===== src/rtl/seg7_scan_ctrl.sv =====
// seg7_scan_ctrl
// Time-multiplexed scan controller for an N_DIGITS-wide 7-segment display.
// Display data arrives through a valid/ready load port into shadow registers.
// It is copied into the active registers only at a frame boundary, so a frame
// never mixes old and new data. Each digit slot starts with BLANK_CYCLES of
// all-anodes-off to suppress ghosting.
//
// Optional feature (macro SEG7_LEADING_ZERO_BLANK_EN): enabled digits above
// the most significant enabled nonzero nibble are suppressed. Digit 0 is
// always shown when it is enabled.
//
// Ports:
//   clk          in   system clock
//   rst          in   asynchronous reset, active-high
//   load_valid   in   new display data offered
//   load_ready   out  controller can accept data
//   load_value   in   [31:0] hex nibbles, digit i = load_value[4i+3:4i]
//   load_en_mask in   [7:0] digit i shown when bit i = 1
//   load_dp_mask in   [7:0] decimal point i lit when bit i = 1
//   seg          out  [6:0] active-low segments, seg[0]=a .. seg[6]=g
//   an           out  [7:0] active-low anodes, an[i] selects digit i
//   dp           out  active-low decimal point
//   frame_start  out  one-cycle pulse when the digit 0 slot begins
//   dbg_state_o  out  scan FSM state (0 = BLANK, 1 = DRIVE)
//
// Handshake: a transfer happens on a rising edge where load_valid and
// load_ready are both 1. load_ready stays low while a transfer is waiting for
// the next frame boundary, and load_valid is ignored during that time.
module seg7_scan_ctrl #(
  parameter int N_DIGITS     = 8,
  parameter int TICK_DIV     = 1000,
  parameter int BLANK_CYCLES = 16
) (
  input  logic        clk,
  input  logic        rst,
  input  logic        load_valid,
  output logic        load_ready,
  input  logic [31:0] load_value,
  input  logic [7:0]  load_en_mask,
  input  logic [7:0]  load_dp_mask,
  output logic [6:0]  seg,
  output logic [7:0]  an,
  output logic        dp,
  output logic        frame_start,
  output logic        dbg_state_o
);

  localparam int CNT_W = (TICK_DIV > 1) ? $clog2(TICK_DIV) : 1;
  localparam int IDX_W = (N_DIGITS > 1) ? $clog2(N_DIGITS) : 1;

  localparam logic ST_BLANK = 1'b0;
  localparam logic ST_DRIVE = 1'b1;

  localparam logic [CNT_W-1:0] CNT_LAST     = CNT_W'(TICK_DIV - 1);
  localparam logic [CNT_W-1:0] CNT_DRIVE_AT = CNT_W'(BLANK_CYCLES - 1);
  localparam logic [IDX_W-1:0] IDX_LAST     = IDX_W'(N_DIGITS - 1);

  logic [CNT_W-1:0] cnt_q, cnt_d;
  logic [IDX_W-1:0] idx_q, idx_d;
  logic             state_q, state_d;
  logic             pending_q, pending_d;
  logic [31:0]      shadow_value_q, shadow_value_d;
  logic [7:0]       shadow_en_q, shadow_en_d;
  logic [7:0]       shadow_dp_q, shadow_dp_d;
  logic [31:0]      act_value_q, act_value_d;
  logic [7:0]       act_en_q, act_en_d;
  logic [7:0]       act_dp_q, act_dp_d;
  logic [6:0]       seg_q, seg_d;
  logic [7:0]       an_q, an_d;
  logic             dp_q, dp_d;
  logic             frame_start_q, frame_start_d;

  logic       slot_end;
  logic       boundary;
  logic       load_fire;
  logic [3:0] nibble;
  logic       lz_ok;
  logic       drive_next;

  function automatic logic [6:0] hex_decode(input logic [3:0] h);
    logic [6:0] s;
    case (h)
      4'h0: s = 7'b1000000;
      4'h1: s = 7'b1111001;
      4'h2: s = 7'b0100100;
      4'h3: s = 7'b0110000;
      4'h4: s = 7'b0011001;
      4'h5: s = 7'b0010010;
      4'h6: s = 7'b0000010;
      4'h7: s = 7'b1111000;
      4'h8: s = 7'b0000000;
      4'h9: s = 7'b0010000;
      4'hA: s = 7'b0001000;
      4'hB: s = 7'b0000011;
      4'hC: s = 7'b1000110;
      4'hD: s = 7'b0100001;
      4'hE: s = 7'b0000110;
      default: s = 7'b0001110;
    endcase
    return s;
  endfunction

  assign slot_end  = (cnt_q == CNT_LAST);
  assign boundary  = slot_end && (idx_q == IDX_LAST);
  // load_ready is simply the inverse of the pending flag, itself a register.
  assign load_fire = load_valid && !pending_q;
  assign nibble    = act_value_q[{idx_q, 2'b00} +: 4];

`ifdef SEG7_LEADING_ZERO_BLANK_EN
  logic [IDX_W-1:0] lead_k;

  // Highest enabled digit holding a nonzero nibble; 0 when none qualifies.
  always_comb begin
    lead_k = '0;
    for (int i = 0; i < N_DIGITS; i++) begin
      if (act_en_q[i] && (act_value_q[4*i +: 4] != 4'h0)) lead_k = IDX_W'(i);
    end
  end

  assign lz_ok = (idx_q <= lead_k);
`else
  assign lz_ok = 1'b1;
`endif

  always_comb begin
    cnt_d          = slot_end ? '0 : cnt_q + 1'b1;
    idx_d          = idx_q;
    state_d        = state_q;
    pending_d      = pending_q;
    shadow_value_d = shadow_value_q;
    shadow_en_d    = shadow_en_q;
    shadow_dp_d    = shadow_dp_q;
    act_value_d    = act_value_q;
    act_en_d       = act_en_q;
    act_dp_d       = act_dp_q;
    frame_start_d  = boundary;

    if (slot_end) begin
      idx_d   = (idx_q == IDX_LAST) ? '0 : idx_q + 1'b1;
      state_d = ST_BLANK;
    end else if (cnt_q == CNT_DRIVE_AT) begin
      state_d = ST_DRIVE;
    end

    // Commit at the boundary uses the pending flag sampled before this edge,
    // so data accepted on the boundary edge itself waits a full frame.
    if (boundary && pending_q) begin
      act_value_d = shadow_value_q;
      act_en_d    = shadow_en_q;
      act_dp_d    = shadow_dp_q;
      pending_d   = 1'b0;
    end

    if (load_fire) begin
      shadow_value_d = load_value;
      shadow_en_d    = load_en_mask;
      shadow_dp_d    = load_dp_mask;
      pending_d      = 1'b1;
    end

    // Outputs are registered: they follow the state being entered this edge.
    drive_next = (state_d == ST_DRIVE) && act_en_q[idx_q] && lz_ok;
    seg_d      = drive_next ? hex_decode(nibble) : 7'h7F;
    an_d       = drive_next ? ~(8'b1 << idx_q) : 8'hFF;
    dp_d       = drive_next ? ~act_dp_q[idx_q] : 1'b1;
  end

  always_ff @(posedge clk or posedge rst) begin
    if (rst) begin
      cnt_q          <= '0;
      idx_q          <= '0;
      state_q        <= ST_BLANK;
      pending_q      <= 1'b0;
      shadow_value_q <= '0;
      shadow_en_q    <= 8'hFF;
      shadow_dp_q    <= 8'h00;
      act_value_q    <= '0;
      act_en_q       <= 8'hFF;
      act_dp_q       <= 8'h00;
      seg_q          <= 7'h7F;
      an_q           <= 8'hFF;
      dp_q           <= 1'b1;
      frame_start_q  <= 1'b0;
    end else begin
      cnt_q          <= cnt_d;
      idx_q          <= idx_d;
      state_q        <= state_d;
      pending_q      <= pending_d;
      shadow_value_q <= shadow_value_d;
      shadow_en_q    <= shadow_en_d;
      shadow_dp_q    <= shadow_dp_d;
      act_value_q    <= act_value_d;
      act_en_q       <= act_en_d;
      act_dp_q       <= act_dp_d;
      seg_q          <= seg_d;
      an_q           <= an_d;
      dp_q           <= dp_d;
      frame_start_q  <= frame_start_d;
    end
  end

  assign load_ready  = ~pending_q;
  assign seg         = seg_q;
  assign an          = an_q;
  assign dp          = dp_q;
  assign frame_start = frame_start_q;
  assign dbg_state_o = state_q;

endmodule


===== config.mk =====
export PLATFORM = sky130hd
export DESIGN_NAME = seg7_scan_ctrl
export DESIGN_NICKNAME = d
export VERILOG_FILES = /design/src/rtl/seg7_scan_ctrl.sv
export SDC_FILE = /design/constraint.sdc
export NUM_CORES = 1
export LEC_CHECK = 0
export ABC_AREA = 1
export CORE_MARGIN = 2
export CORE_UTILIZATION = 51
export CTS_BUF_LIST = sky130_fd_sc_hd__clkbuf_4
export CTS_CLUSTER_SIZE = 14
export DETAILED_ROUTE_END_ITERATION = 8
export PLACE_DENSITY = 0.74
export SYNTH_ARGS = -nofsm -noshare
export SYNTH_HDL_FRONTEND = slang
export SYNTH_SLANG_ARGS = --single-unit
export TNS_END_PERCENT = 10

===== constraint.sdc =====
create_clock -name clk -period 5.65 [get_ports clk]
set_clock_uncertainty 0.1 [all_clocks]
set_input_delay 1.695 -clock clk [delete_from_list [all_inputs] [get_ports clk]]
set_output_delay 1.695 -clock clk [all_outputs]
set_load 0.05 [all_outputs]

## Word-level counts from Yosys, hierarchy flattened

Memory sizes are Yosys's and may differ from the RTL's.
Index checks and enable logic that the tools add are counted.

| operators by class | value |
|---|---|
| muxes and demuxes | 13 |
| equal/unequal tests | 3 |
| add/subtract/negate cells | 2 |
| shift operators | 2 |
| bitwise gates (word level) | 3 |
| $lt $le $gt $ge | 1 |
| reduce and logical (&&, ||, !) cells | 6 |

Operator list:

| kind | count |
|---|---|
| indexed part select 32 x 6 -> 4 bit | 1 |
| adder 10 x 1 -> 10 bit (second input constant) | 1 |
| == test 10 bit (second input constant) | 1 |
| == test 10 x 4 -> 1 bit (second input constant) | 1 |
| two-way mux 10 bit | 1 |
| two-way mux 8 bit | 1 |
| NOT 8 bit | 1 |
| left shift 1 x 3 -> 8 bit (first input constant) | 1 |
| two-way mux 1 bit | 7 |
| two-way mux 7 bit | 1 |
| binary-select mux 1 bit (select 3 bit) | 2 |
| logical AND 1 bit | 4 |
| < comparator 3 x 4 -> 1 bit (second input constant) | 1 |
| adder 3 x 1 -> 3 bit (second input constant) | 1 |
| == test 3 bit (second input constant) | 1 |
| two-way mux 3 bit | 1 |
| NOT 1 bit | 2 |
| nonzero test 2 bit | 1 |
| zero test 1 bit | 1 |

| storage, ports and cells | value |
|---|---|
| input bits | 51 |
| logic and storage cells | 45 |
| memories | 1 |
| flip-flop bits (word level) | 128 |
| memory bits (read-only) | 112 |

Memories:

| memory | words | width | rd ports | clocked after memory_dff | write ports | line | RTL |
|---|---|---|---|---|---|---|---|
| (name not given) | 16 | 7 | 1 | 0 | 0 | 82 | `case (h)` |

## Longest topological paths before layout

Gate-level depths: netlist of run 1.

| logic depth | value |
|---|---|
| depth in word-level cells | 5 |
| gate-level depth with buffers | 13 |
| mapped depth without buffers | 11 |

## Worst setup path before layout of run 1

Ideal clock, no wire load.

| path | value |
|---|---|
| path kind | input -> register |
| start point | input port load_valid |
| end point | register shadow_value_q[3] |
| cell stages on the path | 4 |
| slack | 2913 ps |
| arrival | 2512 ps |
| required time | 5425 ps |
| path through | nand2_1 > buf_2 > buf_2 > mux2_2 |

| between the ends | value |
|---|---|
| word-level cells in the longest chain between the ends | 1 |

RTL lines:

| element | line | RTL |
|---|---|---|
| start: declaration | 36 | `input logic load_valid,` |
| logical AND 1 bit | 106 | `assign load_fire = load_valid && !pending_q;` |
| end signal: assignment | 189 | `shadow_value_q <= shadow_value_d;` |
| end: declaration | 62 | `logic [31:0] shadow_value_q, shadow_value_d;` |

No other way between the ends.
A chain may end at the register's enable or synchronous reset.

## Worst setup path in the final report of run 1

| path | value |
|---|---|
| start point | register pending_q |
| end point | output port load_ready |

| between the ends | value |
|---|---|
| word-level cells in the longest chain between the ends | 1 |

RTL lines:

| element | line | RTL |
|---|---|---|
| start: declaration | 61 | `logic pending_q, pending_d;` |
| start signal: assignment | 188 | `pending_q <= pending_d;` |
| NOT 1 bit | 202 | `assign load_ready = ~pending_q;` |
| end: declaration | 37 | `output logic load_ready,` |

No other way between the ends.

==> results of run 1 <==
==> area by class of cell <==
class | instances | area [um2] | area share, %
repair buffers | 71 | 718.2 | 10.60
multi-input cells | 366 | 2069 | 30.54
flip-flops and latches | 128 | 3243 | 47.87
well taps | 140 | 175.2 | 2.585
clock inverters | 14 | 123.9 | 1.828
inverters | 78 | 310.3 | 4.580
clock buffers | 18 | 135.1 | 1.994
==> state kept, by name (all words and copies together) (netlist names) <==
| signal | count |
|---|---|
| act_value_q | 32 |
| shadow_value_q | 32 |
| cnt_q | 10 |
| act_dp_q | 8 |
| act_en_q | 8 |
| an | 8 |
| shadow_dp_q | 8 |
| shadow_en_q | 8 |
| seg | 7 |
| idx_q | 3 |
| dbg_state_o | 1 |
| dp | 1 |
| frame_start | 1 |
| pending_q | 1 |
==> synthesized netlist by cell type (all sizes together) <==
master and instances:
nand2 147, inv 76, dfrtp 96, buf 22, clkinv 2, o21ai 52, nor3 1, a32o 2
or2 1, a21oi 25, ha 12, dfstp 32, clkbuf 4, mux2 31, nor2 31, nand3b 1
xnor2 1, nand4 3, nand3 59
==> power breakdown <==
part | leakage (nW) | total (W) | internal, W | switching [W]
combinational | 1.59 | 0.0000535 | 0.0000316 | 0.0000219
clock | 0.140 | 0.000580 | 0.000257 | 0.000323
sequential | 1.60 | 0.000917 | 0.000917 | 0
total | 3.33 | 0.00155 | 0.00121 | 0.000345
==> tightest hold or removal path, cell delays in order (launching register included) <==
cell,delay (ns)
dfstp_2,0.39
nand2_1,0.06
nand2_1,0.05
==> final timing paths <==
| path | endpoint | depth (start not counted) | slack, ns |
|---|---|---|---|
| min in group asynchronous | cnt_q[3] | 2 | 1.59 |
| worst max register to register | seg[0] | 10 | 2.75 |
| worst min-delay path | act_en_q[7] | 2 | 0.38 |
| max in group asynchronous | an[7] | 3 | 2.98 |
| worst min register to register | act_en_q[7] | 2 | 0.38 |
| worst max-delay path | load_ready | 2 | 1.90 |
==> cells by family after synthesis <==
family	share of synthesized area (%)
simple gates	17.98
flops	55.83
buf+inv	8.594
compound gates	8.852
mux	6.009
fa+ha+maj	2.584
xor+xnor	0.1508
==> stage by stage <==
step | std cells | total power, W | setup slack, ns | cell area [um2] | hold slack, ns
final | 815 | 0.001550 | 1.897 | 6775 | 0.3796
after global routing | 815 | 0.001623 | 1.821 | 6775 | 0.3981
after CTS | 815 | 0.001570 | 1.852 | 6775 | 0.3816
after detailed placement | 783 | 0.0009890 | 2.029 | 6516 | 0.3638
after global placement | 783 | 0.0009879 | 2.095 | 6516 | 0.3585
after floorplan | 598 | 0.0009471 | 0.4953 | 5809 | 0.3364
==> layer usage <==
metal / share of wire, % / vias up / track usage [%]
met5: 0 / - / 0
met4: 1.7 / 0 / 8.083
met3: 5.2 / 15 / 4.757
met2: 46 / 112 / 28.02
met1: 47 / 1958 / 26.18
li1: - / 2037 / -
==> summary.md, run 1 <==
| Metric | Value |
|---|---|
| Least-Margin Pin Slew | `between 0.9 and 1 ns` |
| Number of sinks handled by clock tree synthesis | `128` |
| Vias in the first global route | `3899` |
| Synth area leaders | `dfrtp_1 (41%), dfstp_2 (14%), nand2_1 (9.4%)` |
| Wire length of the first global-routing pass | `18550 um` |
| Biggest area consumer among synthesized cells | `dfrtp_1` |
| DRC | `0` |
| TritonCTS buffer count | `17` |
| Summed negative setup slack over all endpoints | `0 ns` |
| Highest net fanout along the worst path | `3` |
| Worst skew pair latency | `~0.53 ns` |
| Clock root cell | `clkbuf_4` |
| Count of buffers inserted at the top-level ports | `69` |
| Number of antenna-violating nets in the routed design | `0` |
| Net total in the final layout | `725` |
| Critical path data arrival time | `between 1.5 and 2 ns` |
| Result of the run | `completed` |
| Vias post-DR | `4122` |
| Unique cell type count in the Yosys netlist | `35` |
| Bufs on Longest Clock Path | `2` |
| Startpoint type of the worst setup path | `flip-flop` |
| Setup repair after global routing missed its margin | `false` |
| Mean post-synth cell area | `9.715 um2` |
| Htree depth | `4` |
| Post-Synthesis Cell Area | `5809 um2` |
| Crit Path Class | `flip-flop to primary output` |
| Core Footprint | `10980 um2` |
| Total number of yosys warnings | `0` |
| Cells traversed along the worst timing path | `inv_1, clkdlybuf4s50_1` |
| Nets in the synthesized netlist | `661` |
| Max-slew headroom at the worst pin | `35.28%` |
| Overall global routing resource usage | `between 10% and 20%` |
| # IOs | `70` |
| Iteration-0 DRC count of the detailed router | `between 150 and 200` |
| Hold violation total from the final report | `0` |
| Most common library cell in the layout ignoring fill and taps | `nand2_1` |
| Class of the tightest hold or removal check | `flip-flop to flip-flop` |
| Area enclosed by the die boundary | `12260 um2` |
| DPL Wire Length | `7269 um` |
| Share of post-route cells with drive strength above 1 | `around a fifth` |
| Highest cell delay on the worst timing path | `0.83 ns` |
| Cell family contributing the most delay on the critical path | `buffers and inverters` |
| Number of max-capacitance violations reported | `0` |
| Hold Crit Start | `act_en_q[7]` |
| Power density over cell area | `228.8 nW/um2` |
| Clock transition time at the flip-flop clock pins of the worst setup and hold paths | `0.11 ns` |
| Post-cts repair resize count | `0` |
| Number of inserted filler cells in the final layout | `935` |
| Total inserted antenna cells | `0` |
| Total setup buffers inserted after CTS | `0` |
| Data required, critical path | `~3.9 ns` |
| Worst supply voltage drop on vdd | `100.8 uV` |
| Final critical-path required period | `between 3 and 4 ns` |
| Crit. Startpoint | `pending_q` |
| Cell with the largest stage delay on the worst path | `clkdlybuf4s50_1` |
| Portion of the clock cycle consumed by the worst path in the final layout | `66.43%` |
| Grt ovf | `0` |
| Slew Limit Fails | `0` |
| Yosys reg bits | `128` |
| Placer Congestion | `0.8417` |
| Maximum achievable frequency | `0.2664 GHz` |
| Static power due to leakage | `3.326 nW` |
| Effective utilization at floorplan | `52.89%` |
| Number of rows created at floorplan | `38` |
| Sequential element share of the synthesized area | `55.83%` |
| Leading cell types in the layout, fill and taps excluded | `nand2_1 (144), dfrtp_1 (96), inv_1 (70)` |
| Via-per-instance ratio | `5.058` |
| Pin count of the biggest net entering global routing | `69` |
| Wire length per cell after detailed routing | `13.14 um` |
| Total of hold buffers inserted after clock tree synthesis | `0` |
| Post-synthesis cell count | `around 600` |
| Top cell type's share of synthesized area | `41.35%` |
| Worst path buffer plus inverter count | `2` |
| Number of setup violations in the final report | `0` |
| Pre-Repair DR Iteration Count | `4` |
| Layout overhead on the synthesized area | `16.63%` |
| Die height | `110.7 um` |
| Routed WL | `10710 um` |
| Antenna violations before repair | `0` |
| Width of the die | `110.7 um` |
| CTS tree | `yes` |
| Beginning of the worst register-to-register path | `idx_q[0]` |
| Crit path capture type | `primary output` |
| Utilization after layout | `approximately 62%` |
No activity file was read; power rests on OpenSTA's default activity.
==> run 2: changes to the inputs <==
PLACE_DENSITY = 0.77   (was 0.74)
clock period = 3.2 ns   (was 5.65 ns; I/O delays follow)
==> summary.md, run 2 (synthesis gave the netlist of run 1 again) <==
| Metric | Value |
|---|---|
| Number of setup violations in the final report | `0 (unchanged)` |
| Iteration-0 DRC count of the detailed router | `290 (was 197)` |
| Clock transition time at the flip-flop clock pins of the worst setup and hold paths | `0.10 ns (was 0.11 ns)` |
| Routed WL | `11010 um (was 10710 um)` |
| Final critical-path required period | `2.925 ns` |
| Hold violation total from the final report | `0 (unchanged)` |
| Highest net fanout along the worst path | `3 (unchanged)` |
| Area of placed instances | `6538 um2 (was 6516 um2)` |
| Worst supply voltage drop on vdd | `356.1 uV (was 100.8 uV)` |
| Part of the power in combinational logic | `3.1% (was 3.5%)` |
| # IOs | `70 (unchanged)` |
| Vias post-DR | `4079 (was 4122)` |
| Summed negative setup slack over all endpoints | `0 ns (unchanged)` |
| Least-Margin Pin Slew | `0.6421 ns (was 0.9707 ns)` |
| Fraction of power consumed by sequential logic | `54.0% (was 59.1%)` |
| Most common library cell in the layout ignoring fill and taps | `nand2_1 (unchanged)` |
| Final Cell Area | `6882 um2 (was 6775 um2)` |
| Cell count along the critical path | `2 (unchanged)` |
| Net switching power | `0.0006310 W (was 0.0003448 W)` |
| Via-per-instance ratio | `4.999 (was 5.058)` |
| Count of buffers inserted at the top-level ports | `69 (unchanged)` |
| Cell family contributing the most delay on the critical path | `buffers and inverters (unchanged)` |
| Placer Congestion | `0.8660 (was 0.8417)` |
| Static power due to leakage | `3.357 nW (was 3.326 nW)` |
| Overall global routing resource usage | `19.00% (was 18.77%)` |
| Hold Crit Depth | `2 (unchanged)` |
| Pin count of the biggest net entering global routing | `129 (was 69)` |
| R2R cell count | `9 (was 10)` |
| Clock root cell | `clkbuf_4 (unchanged)` |
| Startpoint type of the worst setup path | `flip-flop (unchanged)` |
| CTS tree | `yes (unchanged)` |
| Htree depth | `4 (unchanged)` |
| Maximum achievable frequency | `0.3419 GHz` |
| Crit path capture type | `primary output (unchanged)` |
| Layout overhead on the synthesized area | `18.46% (was 16.63%)` |
| Sw Share | `21.04% (was 22.24%)` |
| Internal Power | `0.002367 W (was 0.001206 W)` |
| DRC | `0 (unchanged)` |
| Result of the run | `completed (unchanged)` |
| Share of post-route cells with drive strength above 1 | `20.71% (was 20.59%)` |
| Cell with the largest stage delay on the worst path | `clkdlybuf4s50_1 (unchanged)` |
| Class of the tightest hold or removal check | `flip-flop to flip-flop (unchanged)` |
| Worst reg2reg endpoint | `seg[0] (unchanged)` |
| Antenna violations before repair | `0 (unchanged)` |
| Worst path buffer plus inverter count | `2 (unchanged)` |
| Portion of the clock cycle consumed by the worst path in the final layout | `91.39%` |
| Critical path data arrival time | `1.86 ns (was 1.96 ns)` |
| Hold Crit Start | `act_en_q[7] (unchanged)` |
| Grt ovf | `0 (unchanged)` |
| Max-slew headroom at the worst pin | `57.19% (was 35.28%)` |
| Utilization after layout | `62.66% (was 61.69%)` |
| Beginning of the worst register-to-register path | `idx_q[1] (was idx_q[0])` |
| TritonCTS buffer count | `17 (unchanged)` |
| Total inserted antenna cells | `0 (unchanged)` |
| Number of max-capacitance violations reported | `0 (unchanged)` |
| Total of hold buffers inserted after clock tree synthesis | `0 (unchanged)` |
| Wire length per cell after detailed routing | `13.49 um (was 13.14 um)` |
| Placed insts | `784 (was 783)` |
| Wire length of the first global-routing pass | `19020 um (was 18550 um)` |
| Number of inserted filler cells in the final layout | `903 (was 935)` |
| Bufs on Longest Clock Path | `2 (unchanged)` |
| Total setup buffers inserted after CTS | `0 (unchanged)` |
| Pre-Repair DR Iteration Count | `5 (was 4)` |
| Power density over cell area | `435.7 nW/um2 (was 228.8 nW/um2)` |
| Cells traversed along the worst timing path | `inv_1, clkdlybuf4s50_1 (unchanged)` |
| Highest cell delay on the worst timing path | `0.81 ns (was 0.83 ns)` |
| Endpoint, Worst Hold | `act_en_q[7] (unchanged)` |
| Core Footprint | `10980 um2 (unchanged)` |
| Die height | `110.7 um (unchanged)` |
| Effective utilization at floorplan | `52.89% (unchanged)` |
| Number of antenna-violating nets in the routed design | `0 (unchanged)` |
| Post-route worst setup slack | `0.2754 ns (was 1.897 ns)` |
| Width of the die | `110.7 um (unchanged)` |
| Reg-to-reg setup timing slack | `0.74 ns (was 2.75 ns)` |
| Vias in the first global route | `3952 (was 3899)` |
| Worst skew pair latency | `0.52 ns (was 0.53 ns)` |
| Net total in the final layout | `726 (was 725)` |
| Number of rows created at floorplan | `38 (unchanged)` |
| Data required, critical path | `2.14 ns (was 3.86 ns)` |
| Setup repair after global routing missed its margin | `false (unchanged)` |
| Post-cts repair resize count | `0 (unchanged)` |
| Crit Path Class | `flip-flop to primary output (unchanged)` |
| Leading cell types in the layout, fill and taps excluded | `nand2_1 (144), dfrtp_1 (96), inv_1 (70) (unchanged)` |
| Slew Limit Fails | `0 (unchanged)` |
| Portion of total power attributed to the clock network | `42.9% (was 37.4%)` |
| Number of sinks handled by clock tree synthesis | `128 (unchanged)` |
| Area enclosed by the die boundary | `12260 um2 (unchanged)` |
| Leading registers by flop count | `act_value_q (32), shadow_value_q (32), cnt_q (10) (unchanged)` |
| Pre-CTS setup slack | `0.7207 ns (was 2.029 ns)` |
| Post-Layout Cell Count | `816 (was 815)` |
| DPL Wire Length | `7305 um (was 7269 um)` |
-- run 2: changes by cell type in the layout (fill, tap and decap cells not counted), sizes merged --
cell / before / now
bufinv: 2 / 5
clkinvlp: 3 / 6
buf: 2 / 3
clkinv: 11 / 6
clkbuf: 18 / 17
-- run 2: cell type report --
type | count | area, um2 | share of cell area [%]
clock buffers | 17 | 127.6 | 1.855
clock inverters | 15 | 216.5 | 3.145
inverters | 78 | 311.5 | 4.527
multi-input cells | 366 | 2069 | 30.07
flip-flops and latches | 128 | 3243 | 47.13
well taps | 140 | 175.2 | 2.545
repair buffers | 72 | 738.2 | 10.73
-- run 2: worst max-delay path by stage --
stage,from,end,slack (ns)
2_1_floorplan,rst,act_dp_q[0],0.58
4_1_cts,pending_q,load_ready,0.23
3_3_place_gp,load_valid,shadow_value_q[26],0.75
3_5_place_dp,load_valid,shadow_value_q[8],0.72
6_report,pending_q,load_ready,0.28
5_1_grt,an[3],an[3],0.20
-- run 2: worst min-delay path: stages, from the launching register on --
cell and delay (ns):
dfstp_2 0.38, nand2_1 0.06, nand2_1 0.05
-- run 2: power groups by stage --
stage                     Sequential, W  Combinational (W)  Clock [W]
after global placement          0.00165          0.0000959          0
after CTS                       0.00162          0.0000974    0.00132
after detailed placement        0.00165          0.0000970          0
after floorplan                 0.00165          0.0000240          0
after global routing            0.00162           0.000105    0.00139
final                           0.00162          0.0000940    0.00129
-- run 2: through the flow --
stage	total power [W]	hold slack, ns
4_1_cts	0.003032	0.3834
3_5_place_dp	0.001746	0.3666
2_1_floorplan	0.001673	0.3364
6_report	0.002998	0.3818
3_3_place_gp	0.001744	0.3602
5_1_grt	0.003112	0.4013
-- run 2: per-layer routing --
metal	up-vias	wire length (um)	track usage (%)
met5	-	0	0
met4	0	88	6.750
met3	10	571	4.702
met2	131	5192	28.92
met1	1898	5154	26.71
li1	2040	-	-
